**config.mk**
```make
export PLATFORM = sky130hd
export DESIGN_NAME = stage_id_pipe
export DESIGN_NICKNAME = d
export VERILOG_FILES = /design/src/rtl/stage_id_pipe.sv
export SDC_FILE = /design/constraint.sdc
export NUM_CORES = 2
export LEC_CHECK = 0
export CAP_MARGIN = 15
export CELL_PAD_IN_SITES_DETAIL_PLACEMENT = 2
export CELL_PAD_IN_SITES_GLOBAL_PLACEMENT = 2
export CORE_MARGIN = 1
export CORE_UTILIZATION = 45
export CTS_BUF_LIST = sky130_fd_sc_hd__clkbuf_4
export DETAILED_ROUTE_END_ITERATION = 7
export PLACE_DENSITY = 0.93
export SLEW_MARGIN = 20
export SYNTH_ARGS = -nofsm -noshare
export SYNTH_HDL_FRONTEND = slang
export SYNTH_SLANG_ARGS = --single-unit
```
**constraint.sdc**
```tcl
create_clock -name Clk -period 3.5 [get_ports Clk]
set_input_delay 1.05 -clock Clk [delete_from_list [all_inputs] [get_ports Clk]]
set_output_delay 1.05 -clock Clk [all_outputs]
set_load 0.005 [all_outputs]
```
**src/rtl/stage_id_pipe.sv**
```systemverilog
// Instruction-decode stage: register file, opcode decode, load-use interlock and the ID/EX register.
// Optional same-cycle write-back bypass into the captured read data is enabled with `define ID_WB_BYPASS_EN.
module stage_id_pipe #(
    parameter int DATA_W = 32,
    parameter int NREGS  = 32,
    localparam int REG_AW = $clog2(NREGS)
) (
    input  logic              Clk,
    input  logic              Reset,
    input  logic [DATA_W-1:0] PCAddResult_in,
    input  logic [31:0]       Instruction,
    input  logic              InValid,
    input  logic [REG_AW-1:0] WriteRegister,
    input  logic [DATA_W-1:0] WriteData,
    input  logic              RegWrite_in,
    input  logic              Stall_in,
    input  logic              Flush,
    output logic              OutValid,
    output logic              RegWrite_out,
    output logic              MemtoReg,
    output logic              Branch,
    output logic              MemRead,
    output logic              MemWrite,
    output logic              RegDst,
    output logic              ALUSrc,
    output logic [5:0]        ALUOp,
    output logic [DATA_W-1:0] PCAddResult_out,
    output logic [DATA_W-1:0] ReadData1,
    output logic [DATA_W-1:0] ReadData2,
    output logic [DATA_W-1:0] SignExtResult,
    output logic [REG_AW-1:0] rs,
    output logic [REG_AW-1:0] rt,
    output logic [REG_AW-1:0] rd,
    output logic              Stall_out
);

    // Handshake: InValid qualifies Instruction/PCAddResult_in. Stall_out is the back-pressure
    // answer: while it is high, upstream must hold PC and Instruction unchanged for another cycle.

    localparam logic [5:0] OP_R    = 6'b000000;
    localparam logic [5:0] OP_LW   = 6'b100011;
    localparam logic [5:0] OP_SW   = 6'b101011;
    localparam logic [5:0] OP_BEQ  = 6'b000100;
    localparam logic [5:0] OP_ADDI = 6'b001000;

    typedef struct packed {
        logic              valid;
        logic              reg_write;
        logic              mem_to_reg;
        logic              branch;
        logic              mem_read;
        logic              mem_write;
        logic              reg_dst;
        logic              alu_src;
        logic [5:0]        alu_op;
        logic [DATA_W-1:0] pc;
        logic [DATA_W-1:0] rd1;
        logic [DATA_W-1:0] rd2;
        logic [DATA_W-1:0] sext;
        logic [REG_AW-1:0] rs;
        logic [REG_AW-1:0] rt;
        logic [REG_AW-1:0] rd;
    } idex_t;

    logic [DATA_W-1:0] rf_q [NREGS];
    logic [DATA_W-1:0] rf_d [NREGS];
    idex_t             idex_q;
    idex_t             idex_d;
    idex_t             dec;

    logic [5:0]        opcode;
    logic [REG_AW-1:0] rs_in;
    logic [REG_AW-1:0] rt_in;
    logic [REG_AW-1:0] rd_in;
    logic              wb_en;
    logic              uses_rt;
    logic              load_use;
    logic [DATA_W-1:0] rd1;
    logic [DATA_W-1:0] rd2;

    assign opcode = Instruction[31:26];
    assign rs_in  = Instruction[21 +: REG_AW];
    assign rt_in  = Instruction[16 +: REG_AW];
    assign rd_in  = Instruction[11 +: REG_AW];
    assign wb_en  = RegWrite_in && (WriteRegister != '0);

    // Register 0 is never written, so it stays at its reset value of zero.
    always_comb begin
        rf_d = rf_q;
        if (wb_en) begin
            rf_d[WriteRegister] = WriteData;
        end
    end

    always_comb begin
        rd1 = rf_q[rs_in];
        rd2 = rf_q[rt_in];
`ifdef ID_WB_BYPASS_EN
        if (wb_en && (WriteRegister == rs_in)) rd1 = WriteData;
        if (wb_en && (WriteRegister == rt_in)) rd2 = WriteData;
`endif
    end

    always_comb begin
        dec        = '0;
        dec.valid  = InValid;
        dec.alu_op = opcode;
        dec.pc     = PCAddResult_in;
        dec.rd1    = rd1;
        dec.rd2    = rd2;
        dec.sext   = {{(DATA_W-16){Instruction[15]}}, Instruction[15:0]};
        dec.rs     = rs_in;
        dec.rt     = rt_in;
        dec.rd     = rd_in;
        case (opcode)
            OP_R:    begin dec.reg_dst = 1'b1; dec.reg_write = 1'b1; end
            OP_LW:   begin
                dec.alu_src    = 1'b1;
                dec.mem_to_reg = 1'b1;
                dec.reg_write  = 1'b1;
                dec.mem_read   = 1'b1;
            end
            OP_SW:   begin dec.alu_src = 1'b1; dec.mem_write = 1'b1; end
            OP_BEQ:  dec.branch = 1'b1;
            OP_ADDI: begin dec.alu_src = 1'b1; dec.reg_write = 1'b1; end
            default: ;
        endcase
    end

    // Only R-type, sw and beq actually consume rt as a source operand.
    assign uses_rt  = (opcode == OP_R) || (opcode == OP_SW) || (opcode == OP_BEQ);
    assign load_use = idex_q.valid && idex_q.mem_read && (idex_q.rt != '0) && InValid &&
                      ((idex_q.rt == rs_in) || (uses_rt && (idex_q.rt == rt_in)));

    always_comb begin
        idex_d = idex_q;
        if (!Stall_in) begin
            idex_d = dec;
            if (Flush || load_use || !InValid) begin
                idex_d.valid      = 1'b0;
                idex_d.reg_write  = 1'b0;
                idex_d.mem_to_reg = 1'b0;
                idex_d.branch     = 1'b0;
                idex_d.mem_read   = 1'b0;
                idex_d.mem_write  = 1'b0;
                idex_d.reg_dst    = 1'b0;
                idex_d.alu_src    = 1'b0;
            end
        end
    end

    always_ff @(posedge Clk or negedge Reset) begin
        if (!Reset) begin
            idex_q <= '0;
            for (int i = 0; i < NREGS; i++) begin
                rf_q[i] <= '0;
            end
        end else begin
            idex_q <= idex_d;
            rf_q   <= rf_d;
        end
    end

    // Gated by Reset so an asserted reset drops a pending stall immediately.
    assign Stall_out = Reset && (Stall_in || (load_use && !Flush));

    assign OutValid        = idex_q.valid;
    assign RegWrite_out    = idex_q.reg_write;
    assign MemtoReg        = idex_q.mem_to_reg;
    assign Branch          = idex_q.branch;
    assign MemRead         = idex_q.mem_read;
    assign MemWrite        = idex_q.mem_write;
    assign RegDst          = idex_q.reg_dst;
    assign ALUSrc          = idex_q.alu_src;
    assign ALUOp           = idex_q.alu_op;
    assign PCAddResult_out = idex_q.pc;
    assign ReadData1       = idex_q.rd1;
    assign ReadData2       = idex_q.rd2;
    assign SignExtResult   = idex_q.sext;
    assign rs              = idex_q.rs;
    assign rt              = idex_q.rt;
    assign rd              = idex_q.rd;

endmodule

```
; ---- After elaboration in Yosys (flattened, before gate mapping)
; Cells that the tools add are included.
[totals]
ff_bits = 1165
latch_bits = 0
mem_bits_rw = 0
romBits = 0
word_cells = 99
mem_count = 0
[classes]
add_sub_neg = 0
multipliers = 0
div_mod_pow = 0
order_cmp = 4
eq_ne = 6
shifts = 0
n_mux = 16
bitwise_logic = 3
n_reduce_logical = 22
[op_table]
columns = cell, count
row1 = bitwise mux 1024 bit, 1
row2 = binary-select mux 32 bit (select 5 bit), 2
row3 = demux 32 bit (select 5 bit), 1
row4 = two-way mux 32 bit, 5
row5 = greater-or-equal comparator 6 bit (second input constant), 3
row6 = NOT 5 -> 6 bit, 3
row7 = equality test 6 bit (second input constant), 2
row8 = equality test 5 bit, 2
row9 = nonzero test 5 bit, 2
row10 = logical AND 1 bit, 9
row11 = two-way mux 8 bit, 1
row12 = equality test 6 x 3 -> 1 bit (second input constant), 1
row13 = equality test 6 x 4 -> 1 bit (second input constant), 1
row14 = zero test 6 bit, 1
row15 = logical OR 1 bit, 6
row16 = < comparator 6 x 1 -> 1 bit (second input constant), 1
row17 = two-way mux 1 bit, 6
row18 = OR reduction 3 bit, 2
row19 = zero test 1 bit, 2

; ---- Depth between registers and ports, before layout
[logic_depth]
depth_word = 9
depth_mapped = 9

; ---- Worst setup path after synthesis
; No wires, ideal clock.
[synth_path]
kind = input to output
startpoint = in Instruction[21]
endpoint = out Stall_out
t_arrival_ps = 2102
path_slack_ps = 348
stages = 8
path_cell_list = buf_6 buf_6 buf_6 xor2_1 nor3_1 nand3_1 a21oi_1 o21a_1
[synth_via]
elab_chain_len = 6
[synth_rtl]
columns = item, line
row1 = "start, declared", 11  ; input logic [31:0] Instruction,
row2 = equality test 5 bit, 133  ; ((idex_q.rt == rs_in) || (uses_rt && (idex_q.rt == rt_in)));
row3 = logical OR 1 bit, 133
row4 = logical AND 1 bit, 132  ; assign load_use = idex_q.valid && idex_q.mem_read && (idex_q.rt != '0) && InValid &&
row5 = logical AND 1 bit, 165  ; assign Stall_out = Reset && (Stall_in || (load_use && !Flush));
row6 = logical OR 1 bit, 165
row7 = logical AND 1 bit, 165
row8 = "end, declared", 34  ; output logic Stall_out
; No other way between the ends.

; ---- Worst setup path in the final report
[layout_path]
startpoint = reg idex_q (netlist bit rt[1])
endpoint = out Stall_out
[layout_via]
elab_chain_len = 7
[layout_rtl]
columns = item, line
row1 = "start, declared", 67  ; idex_t idex_q;
row2 = "start signal, assigned", 159  ; idex_q <= idex_d;
row3 = equality test 5 bit or nonzero test 5 bit (tied branches), "133, 132"
row4 = logical AND 1 bit (on tied branches), "133, 132"
row5 = logical OR 1 bit or logical AND 1 bit (tied branches), "133, 132"
row6 = logical AND 1 bit (*), 132
row7 = logical AND 1 bit (*), 165
row8 = logical OR 1 bit (*), 165
row9 = logical AND 1 bit (*), 165
; Every way passes the cells marked *; elsewhere a longest branch is shown, timed or not.

==> results.sh <==
export IMPL_netlist_area_mm2=0.0597
export IMPL_vias=53592
export IMPL_tightest_slew_ns=1.26
export IMPL_min_path_type="in -> reg"
export IMPL_dominantRegCellSynth="sky130_fd_sc_hd__dfrtp_1"
export IMPL_core_mm2=0.132
export IMPL_maximum_number_of_pins_on_one_net_before_global_route_repair=169
export IMPL_synth_avg_cell_area_um2=13.7
export IMPL_clock_path_buffers=4
export IMPL_cts_reportedPaths_clkPinSlew_ns=0.08
export IMPL_yosysWarningCount=0
export IMPL_detailedRoute_firstIterationViolations=8421
export IMPL_cts_root_buf="sky130_fd_sc_hd__clkbuf_4"
export IMPL_layout_drive_gt1_share_pct=43.1
export IMPL_synthCells=4349
export IMPL_p_total_mw=44.3
export IMPL_timing_final_setup_violations=7
export IMPL_yosys_top_cells_area="sky130_fd_sc_hd__dfrtp_1, sky130_fd_sc_hd__mux2_2, sky130_fd_sc_hd__mux4_2"
export IMPL_routabilityCongestion=0.849
export IMPL_place_port_buffers=264
export IMPL_worst_r2r_setup_slack_ns=0.85
export IMPL_finalCritPeriodShare_pct=119
export IMPL_drt_drc_violations_left=0
export IMPL_tritoncts="done"
export IMPL_dp_hpwl_um=167000
export IMPL_initial_antenna_violation_count=65
export IMPL_rsz0062_at_grt="yes"
export IMPL_final_hold_vios=0
export IMPL_synth_distinct_cells=44
export IMPL_final_setup_skew_ns=0.148
export IMPL_power_leakage_nw=31.8
export IMPL_drt_total_wl_um=357000
export IMPL_violations="negative setup slack"
export IMPL_synth_area_leader_cell="sky130_fd_sc_hd__dfrtp_1"
export IMPL_fillers=11796
export IMPL_final_antenna_net_count=0
export IMPL_flow_area_growth_from_synthesis_pct=16.6
export IMPL_vias_per_cell=7.96
export IMPL_fraction_of_the_yosys_area_taken_by_sequential_cells_pct=48.6
export IMPL_chipHeight_um=366
export IMPL_num_nets_final=4823
export IMPL_die_outline_area_mm2=0.134
export IMPL_share_of_yosys_cell_area_claimed_by_the_top_area_cell_type_pct=48.6
export IMPL_utilization_pct=52.9
export IMPL_cellPowerDensity_mw_per_mm2=636
export IMPL_groute_usage_overall_pct=52.4
export IMPL_setup_total_negative_slack_ns=-0.752
export IMPL_grt_overflow=0
export IMPL_worstSetupPathType="reg -> out"
export IMPL_synth_commonest_cells="sky130_fd_sc_hd__dfrtp_1, sky130_fd_sc_hd__mux2_2, sky130_fd_sc_hd__mux2i_1"
export IMPL_outcome="complete, but fails checks"
export IMPL_placementRows=133
export IMPL_cts_sink_count=1159
export IMPL_critical_path_endpoint_type="output pin"
export IMPL_drt_first_pass_iters=6
export IMPL_setup_ws_ns=-0.676
export IMPL_seq_cells_post_synth=1159
export IMPL_grt_first_pass_wirelength_um=490000
export IMPL_die_width_um=366
export IMPL_ir_drop_mv=0.458
export IMPL_fmax_mhz=239
export IMPL_clock_tree_htree_level_count=5
export IMPL_worstSkewPairLatency_ns=1.57
export IMPL_stdcell_count=6733
export IMPL_num_io_pins=265
export IMPL_drt_wirelength_per_cell_um=53.1
export IMPL_relSlewSlack_pct=15.8
export IMPL_cap_viol_max_count=0
export IMPL_number_of_global_route_vias_before_repair=57907
export IMPL_data_required_time_at_the_worst_endpoint_ns=2.45
export IMPL_fin_max_slew_vios=0
export IMPL_yosysMostFrequentCell="sky130_fd_sc_hd__dfrtp_1"
export IMPL_asyncSetResetFlopFracSynth_pct=100
export IMPL_cts_inserted_buffers=335
export IMPL_synth_edff_count=0
export IMPL_initial_utilization_pct=45.4
export IMPL_syn_nets=4456
export IMPL_period_needed_ns=4.18
export IMPL_critical_path_max_fanout=2
export IMPL_worstSetupStartpointType="flop"
export IMPL_placed_cells_incl_taps=6098
export IMPL_worst_ep_arrival_time_ns=3.13
critical path: stages, from the launching register on:
cell and delay [ns]:
sky130_fd_sc_hd__dfrtp_2 0.44, sky130_fd_sc_hd__xor2_2 0.16, sky130_fd_sc_hd__nor4_2 0.32, sky130_fd_sc_hd__nand4_1 0.21
sky130_fd_sc_hd__a21oi_2 0.25, sky130_fd_sc_hd__o21a_1 0.14, sky130_fd_sc_hd__buf_2 0.11
layout by cell type, fill, tap and decap left out, types with 6 or more instances in the layout:
master                            synthesis  final
sky130_fd_sc_hd__clkbuf_4                 0    506
sky130_fd_sc_hd__mux2i_1                512    512
sky130_fd_sc_hd__nand2_2                  0     13
sky130_fd_sc_hd__dlymetal6s2s_1           0     23
sky130_fd_sc_hd__a211o_1                 39     39
sky130_fd_sc_hd__dlygate4sd2_1            0     50
sky130_fd_sc_hd__a22oi_1                303    303
sky130_fd_sc_hd__buf_4                   80    154
sky130_fd_sc_hd__dfrtp_1               1159   1130
sky130_fd_sc_hd__nor3_1                   7      7
sky130_fd_sc_hd__nand2_1                150    137
sky130_fd_sc_hd__mux2_2                 981    981
sky130_fd_sc_hd__buf_12                   0     96
sky130_fd_sc_hd__mux4_2                 256    256
sky130_fd_sc_hd__a21oi_1                141    140
sky130_fd_sc_hd__mux2_1                  72     72
sky130_fd_sc_hd__nand2b_1                 7      7
sky130_fd_sc_hd__nor2_4                   0     16
sky130_fd_sc_hd__a22oi_2                 31     31
sky130_fd_sc_hd__dfrtp_2                  0     29
sky130_fd_sc_hd__clkinv_1                 0     42
sky130_fd_sc_hd__nand3_1                 82     80
sky130_fd_sc_hd__diode_2                  0     46
sky130_fd_sc_hd__clkdlybuf4s50_1          0    179
sky130_fd_sc_hd__o22ai_1                 40     40
sky130_fd_sc_hd__nor2b_4                  0     10
sky130_fd_sc_hd__buf_2                  150      6
state kept, by name, indices dropped and copies added, names as in the netlist:
signal           count
rf_q              1024
PCAddResult_out     32
ReadData1           32
ReadData2           32
SignExtResult       16
ALUOp                6
rs                   5
rt                   5
ALUSrc               1
Branch               1
MemWrite             1
MemtoReg             1
OutValid             1
RegDst               1
RegWrite_out         1
power breakdown:
part           switching [mW]  internal, mW
logic                    5.55          4.45
registers                3.61          15.8
clock network            8.28          6.60
total                    17.4          26.9
stage by stage:
stage	instance area (um^2)	setup slack, ns	hold WS, ns
2_1_floorplan	59700	0.348	0.441
3_3_place_gp	65200	-0.823	0.378
3_5_place_dp	65200	-0.865	0.387
4_1_cts	69400	-0.711	0.0602
5_1_grt	69600	-0.695	0.101
6_report	69700	-0.676	0.123
path summary, 6_finish.rpt:
kind,start,to,cells after the start
setup / recovery,rt[1],Stall_out,6
hold / removal,Stall_in,ReadData1[30],2
setup reg to reg,rf_q[152],ReadData1[24],5
hold reg to reg,rf_q[1008],rf_q[1008],0
max in group asynchronous,Reset,ReadData1[6],4
min in group asynchronous,Reset,rf_q[158],3
final cells by class:
class / count / area (um^2) / area share (%)
Antenna cell: 46 / 115 / 0.165
Clock buffer: 506 / 3800 / 5.45
Clock inverter: 47 / 204 / 0.293
Inverter: 1 / 3.75 / 0.00539
Multi-Input combinational cell: 2703 / 28600 / 41.0
Sequential cell: 1159 / 29000 / 41.7
Tap cell: 1755 / 2200 / 3.15
Timing Repair Buffer: 516 / 5730 / 8.22
layer usage:
metal	vias up	wire [um]	global-route usage [%]
li1	17264	-	-
met1	26963	112000	54.1
met2	6295	153000	75.9
met3	3008	49400	26.1
met4	62	42800	51.5
met5	-	657	1.46
kinds of logic (layout without fill, tap and decap cells):
family | count (synthesis) | count (layout) | share of synthesized area, %
AOI/OAI and AO/OA | 566 | 566 | 6.81
buffers and inverters | 487 | 1070 | 4.08
other | 0 | 46 | 0
DFF | 1159 | 1159 | 48.6
muxes | 1821 | 1821 | 38.1
xor gates and xnor gates | 10 | 10 | 0.147
and+or+nand+nor | 306 | 306 | 2.34
repair_timing:
action                                 4_1_cts  5_1_grt
endpoints found under the hold margin      119        0
setup buffers                               28        7
setup endpoints to repair                   66       31
hold buffers                                 1        0
pin swaps                                    4        3
resized for setup                           90       26
Power figures use the tool's default switching activity.
